### config.mk
export PLATFORM = sky130hd
export DESIGN_NAME = systolic_feeder
export DESIGN_NICKNAME = d
export VERILOG_FILES = /design/src/rtl/systolic_pkg.sv /design/src/rtl/mac_skew_line.sv /design/src/rtl/systolic_feeder.sv
export SDC_FILE = /design/constraint.sdc
export NUM_CORES = 1
export LEC_CHECK = 0
export ABC_CLOCK_PERIOD_IN_PS = 10200
export BUFFER_PORTS_ARGS = -buffer_cell sky130_fd_sc_hd__buf_2
export CAP_MARGIN = 15
export CORE_ASPECT_RATIO = 0.7
export CORE_MARGIN = 1.5
export CORE_UTILIZATION = 56
export CTS_CLUSTER_DIAMETER = 150
export DETAILED_ROUTE_END_ITERATION = 12
export PLACE_DENSITY = 0.83
export SLEW_MARGIN = 20
export SYNTH_ARGS = -nofsm -noshare
export SYNTH_HDL_FRONTEND = slang
export SYNTH_SLANG_ARGS = --single-unit
export TNS_END_PERCENT = 10
### constraint.sdc
create_clock -name clk -period 10.2 [get_ports clk]
set_clock_uncertainty 0.1 [all_clocks]
set_input_delay 0.51 -clock clk [delete_from_list [all_inputs] [get_ports clk]]
set_output_delay 0.51 -clock clk [all_outputs]
set_load 0.02 [all_outputs]
### src/rtl/systolic_pkg.sv
// Shared types and default geometry for the systolic MAC row feeder and its done-counter.
package systolic_pkg;

  localparam int DATA_W    = 8;
  localparam int LANES     = 4;
  localparam int BURST_LEN = 7;
  localparam int MAC_LAT   = 3;

  typedef enum logic [1:0] {
    IDLE  = 2'd0,
    FEED  = 2'd1,
    DRAIN = 2'd2
  } feeder_state_t;

  // Counter width able to hold the value n itself.
  function automatic int cnt_width(input int n);
    return $clog2(n + 1);
  endfunction

endpackage

### src/rtl/mac_skew_line.sv
// Per-lane operand delay line: one capture stage followed by DEPTH skew stages,
// so every lane output comes straight from a flop.
module mac_skew_line #(
  parameter int DEPTH = 0,
  parameter int W     = 17
) (
  input  logic         clk,
  input  logic         rst,
  input  logic [W-1:0] din,
  output logic [W-1:0] dout
);

  logic [W-1:0] pipe_r [DEPTH+1];

  // Capture the lane word and shift it down the skew stages.
  always_ff @(posedge clk or posedge rst) begin
    if (rst) begin
      for (int i = 0; i <= DEPTH; i++) begin
        pipe_r[i] <= {W{1'b0}};
      end
    end else begin
      pipe_r[0] <= din;
      for (int i = 1; i <= DEPTH; i++) begin
        pipe_r[i] <= pipe_r[i-1];
      end
    end
  end

  assign dout = pipe_r[DEPTH];

endmodule

### src/rtl/systolic_feeder.sv
// Issue-side controller for the systolic MAC row: accepts operand vectors, skews
// them per lane into the array and emits one done pulse per completed vector.
module systolic_feeder #(
  parameter int DATA_W    = systolic_pkg::DATA_W,
  parameter int LANES     = systolic_pkg::LANES,
  parameter int BURST_LEN = systolic_pkg::BURST_LEN,
  parameter int MAC_LAT   = systolic_pkg::MAC_LAT
) (
  input  logic                    clk,
  input  logic                    reset,
  input  logic                    start,
  input  logic                    in_valid,
  output logic                    in_ready,
  input  logic [LANES*DATA_W-1:0] in_a,
  input  logic [LANES*DATA_W-1:0] in_b,
  output logic [LANES*DATA_W-1:0] out_a,
  output logic [LANES*DATA_W-1:0] out_b,
  output logic [LANES-1:0]        out_valid,
  output logic                    done,
  output logic                    burst_end,
  output logic                    busy
);

  import systolic_pkg::*;

  localparam int CNT_W  = cnt_width(BURST_LEN);
  localparam int DONE_D = LANES + MAC_LAT;
  localparam int LW     = 2*DATA_W + 1;

  localparam logic [CNT_W-1:0] BURST_C      = CNT_W'(BURST_LEN);
  localparam logic [CNT_W-1:0] BURST_LAST_C = CNT_W'(BURST_LEN - 1);
  localparam logic [CNT_W-1:0] ONE_C        = CNT_W'(1);
  localparam logic [CNT_W-1:0] ZERO_C       = CNT_W'(0);

  feeder_state_t     state_r, state_nxt_s;
  logic [CNT_W-1:0]  issue_cnt_r, issue_cnt_nxt_s;
  logic [CNT_W-1:0]  done_cnt_r, done_cnt_nxt_s;
  logic [DONE_D-1:0] done_sr_r;
  logic              in_ready_r, in_ready_nxt_s;
  logic              busy_r, busy_nxt_s;
  logic              burst_end_r, burst_end_nxt_s;
  logic              accept_s;
  logic              done_next_s;

  // in_ready_r is only ever high in FEED, so it fully qualifies the handshake.
  assign accept_s    = in_valid && in_ready_r;
  // Bit that becomes the done output on the coming edge.
  assign done_next_s = done_sr_r[DONE_D-2];

  // State register.
  always_ff @(posedge clk or posedge reset) begin
    if (reset) begin
      state_r <= IDLE;
    end else begin
      state_r <= state_nxt_s;
    end
  end

  // Next-state logic.
  always_comb begin
    state_nxt_s = state_r;
    case (state_r)
      IDLE: begin
        if (start) begin
          state_nxt_s = FEED;
        end else begin
          state_nxt_s = IDLE;
        end
      end
      FEED: begin
        if (accept_s && (issue_cnt_r == BURST_LAST_C)) begin
          state_nxt_s = DRAIN;
        end else begin
          state_nxt_s = FEED;
        end
      end
      DRAIN: begin
        if (done_cnt_r == BURST_C) begin
          state_nxt_s = IDLE;
        end else begin
          state_nxt_s = DRAIN;
        end
      end
      default: begin
        state_nxt_s = IDLE;
      end
    endcase
  end

  // Next values of the counters and of the registered control outputs.
  always_comb begin
    issue_cnt_nxt_s = issue_cnt_r;
    done_cnt_nxt_s  = done_cnt_r;
    burst_end_nxt_s = 1'b0;
    if (state_r == IDLE) begin
      issue_cnt_nxt_s = ZERO_C;
      done_cnt_nxt_s  = ZERO_C;
    end else begin
      if (accept_s) begin
        issue_cnt_nxt_s = issue_cnt_r + ONE_C;
      end else begin
        issue_cnt_nxt_s = issue_cnt_r;
      end
      if (done_next_s && (done_cnt_r < BURST_C)) begin
        done_cnt_nxt_s = done_cnt_r + ONE_C;
      end else begin
        done_cnt_nxt_s = done_cnt_r;
      end
      // burst_end lines up with the done pulse that completes the burst.
      if (done_next_s && (done_cnt_r == BURST_LAST_C)) begin
        burst_end_nxt_s = 1'b1;
      end else begin
        burst_end_nxt_s = 1'b0;
      end
    end
    in_ready_nxt_s = (state_nxt_s == FEED);
    busy_nxt_s     = (state_nxt_s != IDLE);
  end

  // Counters, done tracking shift register and registered control outputs.
  always_ff @(posedge clk or posedge reset) begin
    if (reset) begin
      issue_cnt_r <= ZERO_C;
      done_cnt_r  <= ZERO_C;
      done_sr_r   <= {DONE_D{1'b0}};
      in_ready_r  <= 1'b0;
      busy_r      <= 1'b0;
      burst_end_r <= 1'b0;
    end else begin
      issue_cnt_r <= issue_cnt_nxt_s;
      done_cnt_r  <= done_cnt_nxt_s;
      done_sr_r   <= {done_sr_r[DONE_D-2:0], accept_s};
      in_ready_r  <= in_ready_nxt_s;
      busy_r      <= busy_nxt_s;
      burst_end_r <= burst_end_nxt_s;
    end
  end

  assign in_ready  = in_ready_r;
  assign busy      = busy_r;
  assign burst_end = burst_end_r;
  assign done      = done_sr_r[DONE_D-1];

  // Lane k sits k stages behind lane 0; non-accepted slots carry zeros.
  for (genvar k = 0; k < LANES; k++) begin : g_lane
    logic [LW-1:0] lane_d_s;
    logic [LW-1:0] lane_q_s;

    assign lane_d_s = accept_s
                    ? {1'b1, in_a[k*DATA_W +: DATA_W], in_b[k*DATA_W +: DATA_W]}
                    : {LW{1'b0}};

    mac_skew_line #(
      .DEPTH(k),
      .W    (LW)
    ) u_skew (
      .clk (clk),
      .rst (reset),
      .din (lane_d_s),
      .dout(lane_q_s)
    );

    assign out_valid[k]              = lane_q_s[LW-1];
    assign out_a[k*DATA_W +: DATA_W] = lane_q_s[2*DATA_W-1:DATA_W];
    assign out_b[k*DATA_W +: DATA_W] = lane_q_s[DATA_W-1:0];
  end

endmodule

==> reports/summary.log <==
[final_layout] antenna cell count 0
[worst_setup_path] capture point of the worst reg-to-reg path in_ready
[floorplan] floorplan die area 10600 um^2
[worst_setup_path] top cell family by delay on the critical path flip-flops
[sta] hold slack final 0.133 ns
[synth] number of synthesized register bits 178
[worst_setup_path] path depth of the worst reg2reg path 3
[global_routing] maximum number of pins on one net before global-route repair 92
[global_routing] total global routing overflow 0
[sta] Final Hold Violating Endpoints 0
[sta] RSZ-0062 raised after global routing false
[cts] deepest level of the CTS H-tree 4
[sta] Fin Setup TNS 0 ns
[synth] cell area after synthesis 5600 um^2
[pwr] areal power density over the cells 269 nW/um^2
[synth] post-synthesis average cell area 16.1 um^2
[routing] final wirelength 9010 um
[routing] detailed-route vias per instance 4.67
[floorplan] Top Ports 140
[synth] number of library cell types mapped by synthesis 23
[sta] slew of the pin with the lowest slew margin 0.994 ns
[routing] remaining design rule violation count 0
[worst_setup_path] WP data required 9.59 ns
[pwr] Worst IR Drop VDD 0.000194 V
[routing] drt first pass iters 4
[floorplan] starting density of the core 0.576
[worst_setup_path] cells traversed along the worst timing path buf_2
[sta] max-slew violation total from the final report 0
[global_routing] via count of the first global-routing pass 2737
[worst_setup_path] largest fanout of any net on the critical path 71
[job] number of violations of the max-capacitance limit 0
[placement] final weighted congestion of routability-driven global placement 0.669
[synth] nets in the synthesized netlist 421
[routing] post-DR wirelength/cell 15.5 um
[pwr] Pleak 3.67 nW
[global_routing] overall fraction of global-route tracks in use 0.185
[final_layout] Layout Nets 513
[worst_setup_path] Critical Path Sink Type primary output
[final_layout] area grow syn2layout 18.4%
[cts] clock latency on the worst-skew pair 0.43 ns
[cts] post-CTS setup repair buffer count 0
[floorplan] height of the chip 86.7 um
[cts] clock edge transition at the registers on the reported setup and hold paths 0.07 ns
[final_layout] most frequent cells in the layout sky130_fd_sc_hd__dfrtp_1, sky130_fd_sc_hd__buf_2, sky130_fd_sc_hd__and3_1, sky130_fd_sc_hd__clkbuf_16, sky130_fd_sc_hd__inv_6
[cts] maximum buffer depth of the clock tree 2
[worst_setup_path] worst path arrival time 1.72 ns
[floorplan] area of the core 9720 um^2
[placement] instance count after placement with tap cells included 549
[worst_setup_path] r2r startpoint in_ready
[routing] number of antenna-violating nets in the routed design 0
[cts] Root Buffer Master sky130_fd_sc_hd__clkbuf_16
[cts] number of gates resized after CTS 0
[cts] TritonCTS Buffers 17
[worst_setup_path] slowest stage cell, crit path sky130_fd_sc_hd__dfrtp_2
[synth] register area share after synthesis 0.795
[worst_setup_path] WP buf/inv 1
[synth] cell count after synthesis 348
[global_routing] initial antenna violation count 0
[sta] Min Clock Period, post-route 2.33 ns
[status] outcome completed
[cts] Post-CTS Hold Buffers 0
[sta] post-route clock period utilization 0.229
[routing] Iteration-0 DRC Markers 148
[sta] FMAX 429 MHz
[cts] total number of clock tree sinks 178
[final_layout] leading cell type in the layout, fill and taps excluded sky130_fd_sc_hd__dfrtp_1
[placement] sum of net half-perimeters after detailed placement 5540 um
[floorplan] die boundary width 123 um
[final_layout] final non-filler cell total 581
[worst_setup_path] worst setup slack for register-to-register paths 8.61 ns
[worst_setup_path] Crit Path Category register to primary output
[cts] clock tree from TritonCTS yes
[final_layout] end-of-flow core utilization 0.682
[worst_setup_path] delay of the slowest critical-path stage 0.95 ns
[sta] Max-Slew Margin vs Limit 0.337
[global_routing] first-pass GRT wire length 14000 um
[final_layout] fraction of layout cells with a size suffix above 1 0.389
[sta] count of endpoints failing setup in the final report 0
[min_path] Hold Crit Class input port to async pin
[pwr] post-layout power 1.78 mW
[routing] routed vias 2716
[synth] Synthesis Warnings 0
[placement] input/output buffers 139
[worst_setup_path] Worst setup SP type register
[floorplan] row count 30
## worst max-delay path by stage
stage,start,end,slack (ns),cells after the start
floorplan,reset,burst_end,4.76,1
global placement,reset,g_lane[3].u_skew.dout[2],7.86,3
detailed placement,reset,g_lane[2].u_skew.dout[9],7.78,3
CTS,in_ready,in_ready,7.85,1
global route,in_ready,in_ready,7.75,1
finish,in_ready,in_ready,7.87,1
## layer usage
layer	routed length (um)	global-route usage	part of all wire	vias up
li1	-	-	-	1280
met1	3870	0.230	0.43	1349
met2	4460	0.287	0.49	80
met3	605	0.0862	0.067	7
met4	76	0.0698	0.0084	0
met5	0	0	0	-
## synthesized netlist by cell type
| cell | n | area share |
|---|---|---|
| sky130_fd_sc_hd__nand2b_1 | 2 | 0.0022 |
| sky130_fd_sc_hd__clkbuf_1 | 9 | 0.0060 |
| sky130_fd_sc_hd__or3b_1 | 1 | 0.0016 |
| sky130_fd_sc_hd__o22ai_1 | 1 | 0.0011 |
| sky130_fd_sc_hd__buf_2 | 3 | 0.0027 |
| sky130_fd_sc_hd__a21oi_1 | 3 | 0.0027 |
| sky130_fd_sc_hd__nand2_1 | 3 | 0.0020 |
| sky130_fd_sc_hd__a31oi_1 | 2 | 0.0022 |
| sky130_fd_sc_hd__nand4b_1 | 1 | 0.0016 |
| sky130_fd_sc_hd__o21ai_0 | 2 | 0.0018 |
| sky130_fd_sc_hd__dfrtp_1 | 178 | 0.80 |
| sky130_fd_sc_hd__o21bai_1 | 2 | 0.0027 |
| sky130_fd_sc_hd__ha_1 | 5 | 0.011 |
| sky130_fd_sc_hd__a21bo_2 | 2 | 0.0036 |
| sky130_fd_sc_hd__a41oi_1 | 2 | 0.0031 |
| sky130_fd_sc_hd__buf_6 | 3 | 0.0060 |
| sky130_fd_sc_hd__and3_1 | 64 | 0.071 |
| sky130_fd_sc_hd__nand3_1 | 3 | 0.0027 |
| sky130_fd_sc_hd__buf_4 | 52 | 0.070 |
| sky130_fd_sc_hd__nor2_1 | 2 | 0.0013 |
| sky130_fd_sc_hd__nand3b_1 | 2 | 0.0027 |
| sky130_fd_sc_hd__mux2i_1 | 2 | 0.0036 |
| sky130_fd_sc_hd__inv_1 | 4 | 0.0027 |
## layout make-up
class,instances,area (um^2)
Clock buffer,17,425
Clock inverter,15,203
Fill cell,651,3090
Inverter,4,20.0
Multi-Input combinational cell,99,658
Sequential cell,178,4460
Tap cell,128,160
Timing Repair Buffer,140,707
## sequential cells by signal, indices dropped and copies added, names as in the netlist
name / flops
burst_end: 1
busy: 1
done_cnt_r: 3
done_sr_r: 7
g_lane.u_skew.dout: 64
g_lane.u_skew.pipe_r: 96
in_ready: 1
issue_cnt_r: 3
state_r: 2
## cell families after synthesis
logic type      count (synthesis)  synth area share
fa+ha+maj                       5            0.0112
buf+inv                        71            0.0871
flops                         178             0.795
compound gates                 14            0.0172
simple gates                   78            0.0856
mux                             2           0.00357
## stage by stage
stage	instance area, um^2	worst slack, ns
after CTS	6630	7.85
after floorplan	5600	4.76
after global routing	6630	7.75
final	6630	7.87
after global placement	6000	7.86
after detailed placement	6000	7.78
## where the power goes
group	switching, mW	internal (mW)
clock network	0.301	0.357
logic	0.136	0.0917
registers	0.0751	0.824
No activity file was read; power rests on OpenSTA's default activity.
